$ cat src/rtl/red_pitaya_sort_pulse_pkg.sv
// Shared types and constants for the sort-pulse electrode driver:
// FSM state encoding, register map offsets and register reset defaults.
package red_pitaya_sort_pulse_pkg;

  typedef enum logic [2:0] {
    ST_IDLE    = 3'd0,
    ST_DELAY   = 3'd1,
    ST_HIGH    = 3'd2,
    ST_LOW     = 3'd3,
    ST_HOLDOFF = 3'd4
  } state_e;

  localparam logic [19:0] ADDR_CTRL      = 20'h00000;
  localparam logic [19:0] ADDR_DELAY     = 20'h00004;
  localparam logic [19:0] ADDR_HALF      = 20'h00008;
  localparam logic [19:0] ADDR_NCYC      = 20'h0000C;
  localparam logic [19:0] ADDR_AMP       = 20'h00010;
  localparam logic [19:0] ADDR_HOLDOFF   = 20'h00014;
  localparam logic [19:0] ADDR_TRIG_CNT  = 20'h00100;
  localparam logic [19:0] ADDR_MISS_CNT  = 20'h00104;

  localparam logic        RST_ENABLE      = 1'b1;
  localparam logic [31:0] RST_DELAY       = 32'd0;
  localparam logic [31:0] RST_HALF_PERIOD = 32'd62;
  localparam logic [31:0] RST_N_CYCLES    = 32'd10;
  localparam logic [31:0] RST_AMPLITUDE   = 32'd4096;
  localparam logic [31:0] RST_HOLDOFF     = 32'd125000;

endpackage

$ cat src/rtl/sort_pulse_regs.sv
// System-bus register file for the sort-pulse driver: live config, per-burst
// shadow copies, trigger/missed counters and the registered read path.
module sort_pulse_regs
  import red_pitaya_sort_pulse_pkg::*;
#(
  parameter int DW = 14,
  parameter int CW = 32
) (
  input  logic                 clk_i,
  input  logic                 rstn_i,
  input  logic [31:0]          sys_addr,
  input  logic [31:0]          sys_wdata,
  input  logic [3:0]           sys_sel,
  input  logic                 sys_wen,
  input  logic                 sys_ren,
  output logic [31:0]          sys_rdata,
  output logic                 sys_ack,
  input  logic                 start_i,
  input  logic                 missed_i,
  input  state_e               state_i,
  input  logic                 busy_i,
  output logic                 enable_o,
  output logic                 abort_o,
  output logic [CW-1:0]        sh_delay_o,
  output logic [CW-1:0]        sh_half_o,
  output logic [CW-1:0]        sh_ncyc_o,
  output logic [CW-1:0]        sh_holdoff_o,
  output logic signed [DW-1:0] sh_amp_o
);

  localparam logic [CW-1:0] ONE_C = {{(CW-1){1'b0}}, 1'b1};

  logic [19:0] addr_s;
  logic        abort_s, clr_s, unused_s;
  logic        enable_q, enable_d, ack_q, ack_d;
  logic [CW-1:0] delay_q, delay_d, half_q, half_d, ncyc_q, ncyc_d, hold_q, hold_d;
  logic [CW-1:0] sh_delay_q, sh_delay_d, sh_half_q, sh_half_d;
  logic [CW-1:0] sh_ncyc_q, sh_ncyc_d, sh_hold_q, sh_hold_d;
  logic [CW-1:0] trig_cnt_q, trig_cnt_d, miss_cnt_q, miss_cnt_d;
  logic signed [DW-1:0] amp_q, amp_d, sh_amp_q, sh_amp_d;
  logic [31:0] rdata_q, rdata_d;

  assign addr_s   = sys_addr[19:0];
  assign unused_s = ^{sys_sel, sys_addr[31:20]};

  // Bus write decode; abort and counter clear are single-cycle strobes.
  always_comb begin
    enable_d = enable_q;
    delay_d  = delay_q;
    half_d   = half_q;
    ncyc_d   = ncyc_q;
    amp_d    = amp_q;
    hold_d   = hold_q;
    abort_s  = 1'b0;
    clr_s    = 1'b0;
    if (sys_wen) begin
      case (addr_s)
        ADDR_CTRL: begin
          enable_d = sys_wdata[0];
          abort_s  = sys_wdata[1];
          clr_s    = sys_wdata[2];
        end
        ADDR_DELAY:   delay_d = CW'(sys_wdata);
        ADDR_HALF:    half_d  = CW'(sys_wdata);
        ADDR_NCYC:    ncyc_d  = CW'(sys_wdata);
        ADDR_AMP:     amp_d   = sys_wdata[DW-1:0];
        ADDR_HOLDOFF: hold_d  = CW'(sys_wdata);
        default:      abort_s = 1'b0;
      endcase
    end else begin
      abort_s = 1'b0;
    end
  end

  // Shadow capture on burst start; counters where a clear beats an increment.
  always_comb begin
    sh_delay_d = sh_delay_q;
    sh_half_d  = sh_half_q;
    sh_ncyc_d  = sh_ncyc_q;
    sh_amp_d   = sh_amp_q;
    sh_hold_d  = sh_hold_q;
    if (start_i) begin
      sh_delay_d = delay_q;
      sh_half_d  = half_q;
      sh_ncyc_d  = ncyc_q;
      sh_amp_d   = amp_q;
      sh_hold_d  = hold_q;
    end else begin
      sh_delay_d = sh_delay_q;
    end
    if (clr_s)         trig_cnt_d = '0;
    else if (start_i)  trig_cnt_d = trig_cnt_q + ONE_C;
    else               trig_cnt_d = trig_cnt_q;
    if (clr_s)         miss_cnt_d = '0;
    else if (missed_i) miss_cnt_d = miss_cnt_q + ONE_C;
    else               miss_cnt_d = miss_cnt_q;
  end

  // Read mux; data and ack both appear one clock after the request.
  always_comb begin
    rdata_d = 32'd0;
    ack_d   = sys_wen | sys_ren;
    if (sys_ren) begin
      case (addr_s)
        ADDR_CTRL:     rdata_d = {24'd0, 1'b0, state_i, 1'b0, busy_i, 1'b0, enable_q};
        ADDR_DELAY:    rdata_d = 32'(delay_q);
        ADDR_HALF:     rdata_d = 32'(half_q);
        ADDR_NCYC:     rdata_d = 32'(ncyc_q);
        ADDR_AMP:      rdata_d = 32'(amp_q);
        ADDR_HOLDOFF:  rdata_d = 32'(hold_q);
        ADDR_TRIG_CNT: rdata_d = 32'(trig_cnt_q);
        ADDR_MISS_CNT: rdata_d = 32'(miss_cnt_q);
        default:       rdata_d = 32'd0;
      endcase
    end else begin
      rdata_d = 32'd0;
    end
  end

  // Register state.
  always_ff @(posedge clk_i or negedge rstn_i) begin
    if (!rstn_i) begin
      enable_q   <= RST_ENABLE;
      delay_q    <= CW'(RST_DELAY);
      half_q     <= CW'(RST_HALF_PERIOD);
      ncyc_q     <= CW'(RST_N_CYCLES);
      amp_q      <= DW'(RST_AMPLITUDE);
      hold_q     <= CW'(RST_HOLDOFF);
      sh_delay_q <= CW'(RST_DELAY);
      sh_half_q  <= CW'(RST_HALF_PERIOD);
      sh_ncyc_q  <= CW'(RST_N_CYCLES);
      sh_amp_q   <= DW'(RST_AMPLITUDE);
      sh_hold_q  <= CW'(RST_HOLDOFF);
      trig_cnt_q <= '0;
      miss_cnt_q <= '0;
      rdata_q    <= 32'd0;
      ack_q      <= 1'b0;
    end else begin
      enable_q   <= enable_d;
      delay_q    <= delay_d;
      half_q     <= half_d;
      ncyc_q     <= ncyc_d;
      amp_q      <= amp_d;
      hold_q     <= hold_d;
      sh_delay_q <= sh_delay_d;
      sh_half_q  <= sh_half_d;
      sh_ncyc_q  <= sh_ncyc_d;
      sh_amp_q   <= sh_amp_d;
      sh_hold_q  <= sh_hold_d;
      trig_cnt_q <= trig_cnt_d;
      miss_cnt_q <= miss_cnt_d;
      rdata_q    <= rdata_d;
      ack_q      <= ack_d;
    end
  end

  assign sys_rdata    = rdata_q;
  assign sys_ack      = ack_q;
  assign enable_o     = enable_q;
  assign abort_o      = abort_s;
  assign sh_delay_o   = sh_delay_q;
  assign sh_half_o    = sh_half_q;
  assign sh_ncyc_o    = sh_ncyc_q;
  assign sh_holdoff_o = sh_hold_q;
  assign sh_amp_o     = sh_amp_q;

endmodule

$ cat src/rtl/red_pitaya_sort_pulse.sv
// Sort-pulse electrode driver: trigger edge -> delay -> N square periods -> hold-off.
// Define SORT_PULSE_BIPOLAR_EN for a saturated -amplitude LOW phase (default: LOW = 0).
module red_pitaya_sort_pulse
  import red_pitaya_sort_pulse_pkg::*;
#(
  parameter int DW = 14,
  parameter int CW = 32
) (
  input  logic                 adc_clk_i,
  input  logic                 adc_rstn_i,
  input  logic                 trig_i,
  output logic signed [DW-1:0] dac_o,
  output logic                 busy_o,
  output logic                 done_o,
  input  logic [31:0]          sys_addr,
  input  logic [31:0]          sys_wdata,
  input  logic [3:0]           sys_sel,
  input  logic                 sys_wen,
  input  logic                 sys_ren,
  output logic [31:0]          sys_rdata,
  output logic                 sys_err,
  output logic                 sys_ack
);

  localparam logic [CW-1:0] ONE_C = {{(CW-1){1'b0}}, 1'b1};

  state_e state_q, state_d;
  logic [CW-1:0] cnt_q, cnt_d, cyc_q, cyc_d;
  logic signed [DW-1:0] dac_q, dac_d, low_s, sh_amp_s;
  logic [CW-1:0] sh_delay_s, sh_half_s, sh_ncyc_s, sh_hold_s;
  logic trig_q, trig_prev_q, edge_s, start_s, missed_s, enable_s, abort_s;
  logic busy_q, busy_d, done_q, done_d;

  // Lengths of 0 and 1 both mean a single cycle.
  function automatic logic phase_last(input logic [CW-1:0] cnt, input logic [CW-1:0] len);
    return (len <= ONE_C) || (cnt == (len - ONE_C));
  endfunction

`ifdef SORT_PULSE_BIPOLAR_EN
  function automatic logic signed [DW-1:0] sat_neg(input logic signed [DW-1:0] a);
    if (a == {1'b1, {(DW-1){1'b0}}}) return {1'b0, {(DW-1){1'b1}}};
    else                             return -a;
  endfunction
  assign low_s = sat_neg(sh_amp_s);
`else
  assign low_s = '0;
`endif

  assign edge_s   = trig_q & ~trig_prev_q;
  assign start_s  = edge_s & enable_s & (state_q == ST_IDLE) & ~abort_s;
  assign missed_s = edge_s & ((state_q != ST_IDLE) | abort_s);

  sort_pulse_regs #(.DW(DW), .CW(CW)) u_regs (
    .clk_i        (adc_clk_i),
    .rstn_i       (adc_rstn_i),
    .sys_addr     (sys_addr),
    .sys_wdata    (sys_wdata),
    .sys_sel      (sys_sel),
    .sys_wen      (sys_wen),
    .sys_ren      (sys_ren),
    .sys_rdata    (sys_rdata),
    .sys_ack      (sys_ack),
    .start_i      (start_s),
    .missed_i     (missed_s),
    .state_i      (state_q),
    .busy_i       (busy_q),
    .enable_o     (enable_s),
    .abort_o      (abort_s),
    .sh_delay_o   (sh_delay_s),
    .sh_half_o    (sh_half_s),
    .sh_ncyc_o    (sh_ncyc_s),
    .sh_holdoff_o (sh_hold_s),
    .sh_amp_o     (sh_amp_s)
  );

  // Next-state logic; dac follows the current state so it lags it by one clock.
  always_comb begin
    state_d = state_q;
    cnt_d   = cnt_q + ONE_C;
    cyc_d   = cyc_q;
    done_d  = 1'b0;
    case (state_q)
      ST_IDLE: begin
        cnt_d = '0;
        cyc_d = '0;
        if (start_s) state_d = ST_DELAY;
        else         state_d = ST_IDLE;
      end
      ST_DELAY: begin
        if (cnt_q == sh_delay_s) begin
          cnt_d = '0;
          if (sh_ncyc_s == '0) state_d = ST_HOLDOFF;
          else                 state_d = ST_HIGH;
        end else begin
          state_d = ST_DELAY;
        end
      end
      ST_HIGH: begin
        if (phase_last(cnt_q, sh_half_s)) begin
          cnt_d   = '0;
          state_d = ST_LOW;
        end else begin
          state_d = ST_HIGH;
        end
      end
      ST_LOW: begin
        if (phase_last(cnt_q, sh_half_s)) begin
          cnt_d = '0;
          if ((cyc_q + ONE_C) < sh_ncyc_s) begin
            cyc_d   = cyc_q + ONE_C;
            state_d = ST_HIGH;
          end else begin
            state_d = ST_HOLDOFF;
          end
        end else begin
          state_d = ST_LOW;
        end
      end
      ST_HOLDOFF: begin
        if (phase_last(cnt_q, sh_hold_s)) begin
          state_d = ST_IDLE;
          done_d  = 1'b1;
        end else begin
          state_d = ST_HOLDOFF;
        end
      end
      default: state_d = ST_IDLE;
    endcase
    if (abort_s) begin
      state_d = ST_IDLE;
      cnt_d   = '0;
      done_d  = 1'b0;
    end else begin
      done_d  = done_d;
    end
    busy_d = (state_d != ST_IDLE);
    if (abort_s) begin
      dac_d = '0;
    end else begin
      case (state_q)
        ST_HIGH: dac_d = sh_amp_s;
        ST_LOW:  dac_d = low_s;
        default: dac_d = '0;
      endcase
    end
  end

  // FSM, trigger synchroniser and registered outputs.
  always_ff @(posedge adc_clk_i or negedge adc_rstn_i) begin
    if (!adc_rstn_i) begin
      state_q     <= ST_IDLE;
      cnt_q       <= '0;
      cyc_q       <= '0;
      dac_q       <= '0;
      busy_q      <= 1'b0;
      done_q      <= 1'b0;
      trig_q      <= 1'b0;
      trig_prev_q <= 1'b0;
    end else begin
      state_q     <= state_d;
      cnt_q       <= cnt_d;
      cyc_q       <= cyc_d;
      dac_q       <= dac_d;
      busy_q      <= busy_d;
      done_q      <= done_d;
      trig_q      <= trig_i;
      trig_prev_q <= trig_q;
    end
  end

  assign dac_o   = dac_q;
  assign busy_o  = busy_q;
  assign done_o  = done_q;
  assign sys_err = 1'b0;

endmodule

$ cat config.mk
export PLATFORM = sky130hd
export DESIGN_NAME = red_pitaya_sort_pulse
export DESIGN_NICKNAME = d
export VERILOG_FILES = /design/src/rtl/red_pitaya_sort_pulse_pkg.sv /design/src/rtl/sort_pulse_regs.sv /design/src/rtl/red_pitaya_sort_pulse.sv
export SDC_FILE = /design/constraint.sdc
export NUM_CORES = 1
export LEC_CHECK = 0
export ABC_CLOCK_PERIOD_IN_PS = 4100
export BUFFER_PORTS_ARGS = -buffer_cell sky130_fd_sc_hd__buf_2
export CORE_ASPECT_RATIO = 0.5
export CORE_MARGIN = 3
export CORE_UTILIZATION = 35
export CTS_CLUSTER_DIAMETER = 50
export DETAILED_ROUTE_END_ITERATION = 8
export GPL_TIMING_DRIVEN = 0
export HOLD_SLACK_MARGIN = 0.12
export MAX_ROUTING_LAYER = met4
export PLACE_DENSITY = 0.55
export SYNTH_ARGS = -nofsm -noshare
export SYNTH_HDL_FRONTEND = slang
export SYNTH_SLANG_ARGS = --single-unit
$ cat constraint.sdc
create_clock -name adc_clk_i -period 4.1 [get_ports adc_clk_i]
set_input_delay 0.205 -clock adc_clk_i [delete_from_list [all_inputs] [get_ports adc_clk_i]]
set_output_delay 0.205 -clock adc_clk_i [all_outputs]
set_load 0.02 [all_outputs]
==> summary.txt <==
Run status
  – Status: finished, final reports clean

Logic synthesis
  – Netlist cell types: 76
  – Async set-reset flop share out of synthesis: 100.0%
  – Top_reg_cell synth: dfrtp_1
  – Cell area after synthesis: about 24000 um2
  – Sequential area share after synthesis: 48.79%
  – Syn Area/Cell: 10.60 um2
  – Post-Synthesis Cells: between 2000 and 2500
  – #FFs+latches synth: between 400 and 500
  – YS warnings: 0
  – Mapped Nets: between 2000 and 2500
  – EDFF count, synth: 0

Detailed routing
  – Iter 0 DRT Violations: 1897
  – DRC Markers: 0
  – Routed len/inst: 22.61 um
  – Final ANT Viol Nets: 0
  – Routed WL: between 70 and 80 mm
  – 1st-pass router iterations: 5
  – Drt via density: ~5.5
  – DR vias: 18790

Critical path
  – Critical path's slowest cell: a2111o_1
  – WP data required: 4.51 ns
  – Startpoint Class: flop
  – Crit-path max FO: 9
  – CP Class: reg2reg
  – CP Data Arrival Time: 4.41 ns
  – CP peak stage delay: 0.58 ns
  – CP Capture Type: flop
  – Crit path cell chain: clkbuf_1 -> nor4_4 -> and4_1 -> nand4_1 -> o41a_1 -> or4_1 -> a2111o_1 -> nand4_1 -> a31oi_1
  – Worst R2R Setup Slack: 0.1 ns
  – Most Frequent Cell on Critical Path: nand4_1

Pwr
  – Leakage: 0.01274 uW
  – Clock power share: between 40% and 50%
  – Pwr dens: 335.1 nW/um2
  – Sw Pwr: 2147 uW
  – Switching share of power: 22.78%
  – Total Power: 9427 uW
  – Comb power frac: 2.3%
  – Cell Int Power: 7280 uW
  – Peak supply drop: 0.2575 mV
  – Seq pwr share: 48.9%

Placed design
  – Placed insts: ~3300
  – GP Congestion: 0.9347
  – # port buffers: 103
  – Post-DP HPWL: 58.61 mm

Finish
  – Post-Layout Cell Count: about 3400
  – FILL cells: 6442
  – P&R area growth vs syn: 17.09%
  – Net count reported at finish: 2581
  – Layout cells sized above 1: 23.53%
  – Register area: 11730 um2
  – Diode count: 0
  – Multi-input logic area: 11760 um2

Global routing
  – Global-route wire length before repair: 116.2 mm
  – Antenna violations before repair: 1
  – All-layer global routing usage: 21.95%
  – Largest net degree at the start of global routing: 124
  – Total grt overflow: 0
  – Number of global-route vias before repair: 18240

STA
  – Max-slew headroom: 22.77%
  – Slew Limit Fails: 0
  – Min Tclk post-route: 4.001 ns
  – Fmax: 249.9 MHz
  – Final setup vio count: 0
  – Final clock skew: 0.01658 ns
  – Hold Vio Cnt, Final: 0
  – Crit share post-route: 97.58%
  – Worst Tran Pin Value: 1.158 ns

Floorplanning
  – # rows: 67
  – Initial core utilization: 35.61%
  – Core area: between 60000 and 70000 um2
  – Die span in x: ~380 um
  – Chip height: 191.3 um
  – DIE AREA: ~70000 um2
  – Ports: approximately 120

Clock tree
  – Sink Count: 467
  – CTS buffer count: 48
  – Reg clk slew, reported paths: around 0.06 ns
  – CTS tree: done
  – Clock Latency Late Sink: 0.59 ns
  – Htree depth: 2
  – Clk root buf: clkbuf_16
  – Clk buf depth: 3

Hold path
  – Min-Delay Path Class: in2async

Flow run
  – MaxCap Viol Count: 0
==> cell usage after synthesis, types with 5 or more instances <==
cell type,instances,area [um2]
mux2_2,272,3063
o21ai_1,11,55.05
nor2b_1,7,43.79
xor2_1,106,928.4
nor3_1,47,235.2
nor4_1,43,269.0
clkbuf_1,118,442.9
a22oi_1,37,277.8
or2_2,5,31.28
nand4_1,60,375.4
a22o_1,12,105.1
and4_1,15,131.4
a31oi_1,34,212.7
mux2i_1,6,60.06
nand2_1,166,623.1
or4_1,12,90.09
ha_1,39,488.0
or3_1,18,112.6
o21ai_0,87,435.4
o21ai_2,8,70.07
and2_1,25,156.4
inv_1,54,202.7
dfrtp_1,436,10910
xnor2_1,124,1086
a211oi_1,9,67.56
buf_1,19,71.32
a21oi_1,48,240.2
a222oi_1,27,270.3
nand3b_1,6,45.04
o31ai_1,7,52.55
nor2_1,166,623.1
nand3_1,87,435.4
dfstp_2,31,814.5
buf_2,6,30.03
nor4b_1,5,43.79
and3_1,40,250.2
==> power by group through the flow <==
stage               clock network [uW]  logic [uW]  registers, uW
floorplan                            0        22.6           4700
detailed placement                   0         199           4700
finish                            4600         221           4610
global placement                     0         184           4700
global route                      4890         245           4610
CTS                               4690         226           4610
==> stage by stage <==
| stage | hold slack (ns) | worst slack, ns | util (%) | cell area [um2] | TNS, ns |
|---|---|---|---|---|---|
| after floorplan | -0.09059 | 0.3364 | - | 24030 | 0 |
| after global placement | 0.3198 | -6.962 | 38.03 | 25670 | -3174.04 |
| after detailed placement | 0.2158 | -0.5013 | 38.25 | 25810 | -23.82 |
| after CTS | 0.1356 | 0.01031 | 41.37 | 27920 | 0 |
| after global routing | 0.1695 | -0.05336 | 41.69 | 28140 | -0.2986 |
| final | 0.1605 | 0.09918 | 41.69 | 28140 | 0 |
==> worst paths after layout <==
path | startpoint | end | depth (start not counted)
setup / recovery | u_regs.sh_holdoff_o[6]$_DFFE_PN1P_ | busy_o$_DFF_PN0_ | 9
hold / removal | adc_rstn_i | cnt_q[27]$_DFF_PN0_ | 2
setup reg to reg | u_regs.sh_holdoff_o[6]$_DFFE_PN1P_ | busy_o$_DFF_PN0_ | 9
hold reg to reg | trig_q$_DFF_PN0_ | trig_prev_q$_DFF_PN0_ | 0
max in group asynchronous | adc_rstn_i | cyc_q[4]$_DFFE_PN0P_ | 5
min in group adc_clk_i | sys_wen | u_regs.enable_o$_DFFE_PN1P_ | 3
==> layout make-up <==
cell class                 count  area share [%]
clock inverter                29           1.054
sequential                   467           41.69
timing repair buffer         157           3.904
multi-input combinational   1598           41.80
buffer                       143           2.063
clock buffer                  59           4.776
tap                          897           3.989
inverter                      54          0.7204
==> flip-flops by register name, indices dropped and copies added, names as in the netlist, 3 cells and up <==
register,count
cyc_q,32
u_regs.sh_holdoff_o,32
u_regs.sh_half_o,32
u_regs.sys_rdata,32
u_regs.sh_ncyc_o,32
u_regs.amp_q,14
u_regs.trig_cnt_q,32
u_regs.sh_amp_o,14
state_q,3
u_regs.ncyc_q,32
u_regs.sh_delay_o,32
cnt_q,32
u_regs.half_q,32
u_regs.miss_cnt_q,32
dac_o,14
u_regs.delay_q,32
u_regs.hold_q,32
==> routing by layer <==
layer  global-route usage (%)  vias up  routed length [um]
met5                        -        -                   0
met4                    5.177        0                1738
met3                    3.729      108                5190
met2                    31.94      583               32810
met1                    31.80     9544               37210
li1                         -     8557                   -
==> kinds of logic (layout without fill, tap and decap cells) <==
kind of cell             Yosys count  in the layout  synth area share [%]
multiplexers                     279            279                 13.09
adder cells (fa/ha/maj)           39             39                 2.031
flip-flops                       467            467                 48.79
other                              1              1               0.01561
AO/OA/AOI/OAI                    328            328                 9.196
XOR/XNOR                         230            230                 8.383
AND/OR/NAND/NOR                  721            721                 15.21
buffers and inverters            201            442                 3.280
==> critical path, delay by kind of cell, from the launching register on <==
kind	cells	cell delay, ns
AND/OR/NAND/NOR	5	1.93
buffers and inverters	1	0.22
AO/OA/AOI/OAI	3	1.31
flip-flops	1	0.36
==> timing repair <==
item,in CTS,in global routing
setup endpoints to repair,68,73
endpoints found under the hold margin,235,0
gates resized for setup,20,44
hold buffers,35,0
buffers inserted,3,9
pin swaps,2,11
==> placed cells by master, fill, tap and decap left out, drive strengths merged, types with 10 or more instances in the layout <==
cell         netlist  layout
a211oi            10      10
a21oi             48      48
a222oi            27      27
a22o              12      12
a22oi             37      37
a31oi             34      34
and2              25      25
and3              40      40
and4              15      15
buf               29     150
clkbuf           118     174
clkinv             0      17
dfrtp            436     436
dfstp             31      31
dlygate4sd3        0      35
ha                39      39
inv               54      58
mux2             272     272
nand2            166     166
nand3             87      87
nand4             60      60
nor2             166     166
nor3              48      48
nor4              46      46
o21ai            106     106
or3               18      18
or4               13      13
xnor2            124     124
xor2             106     106
(Power assumes the default switching activity.)
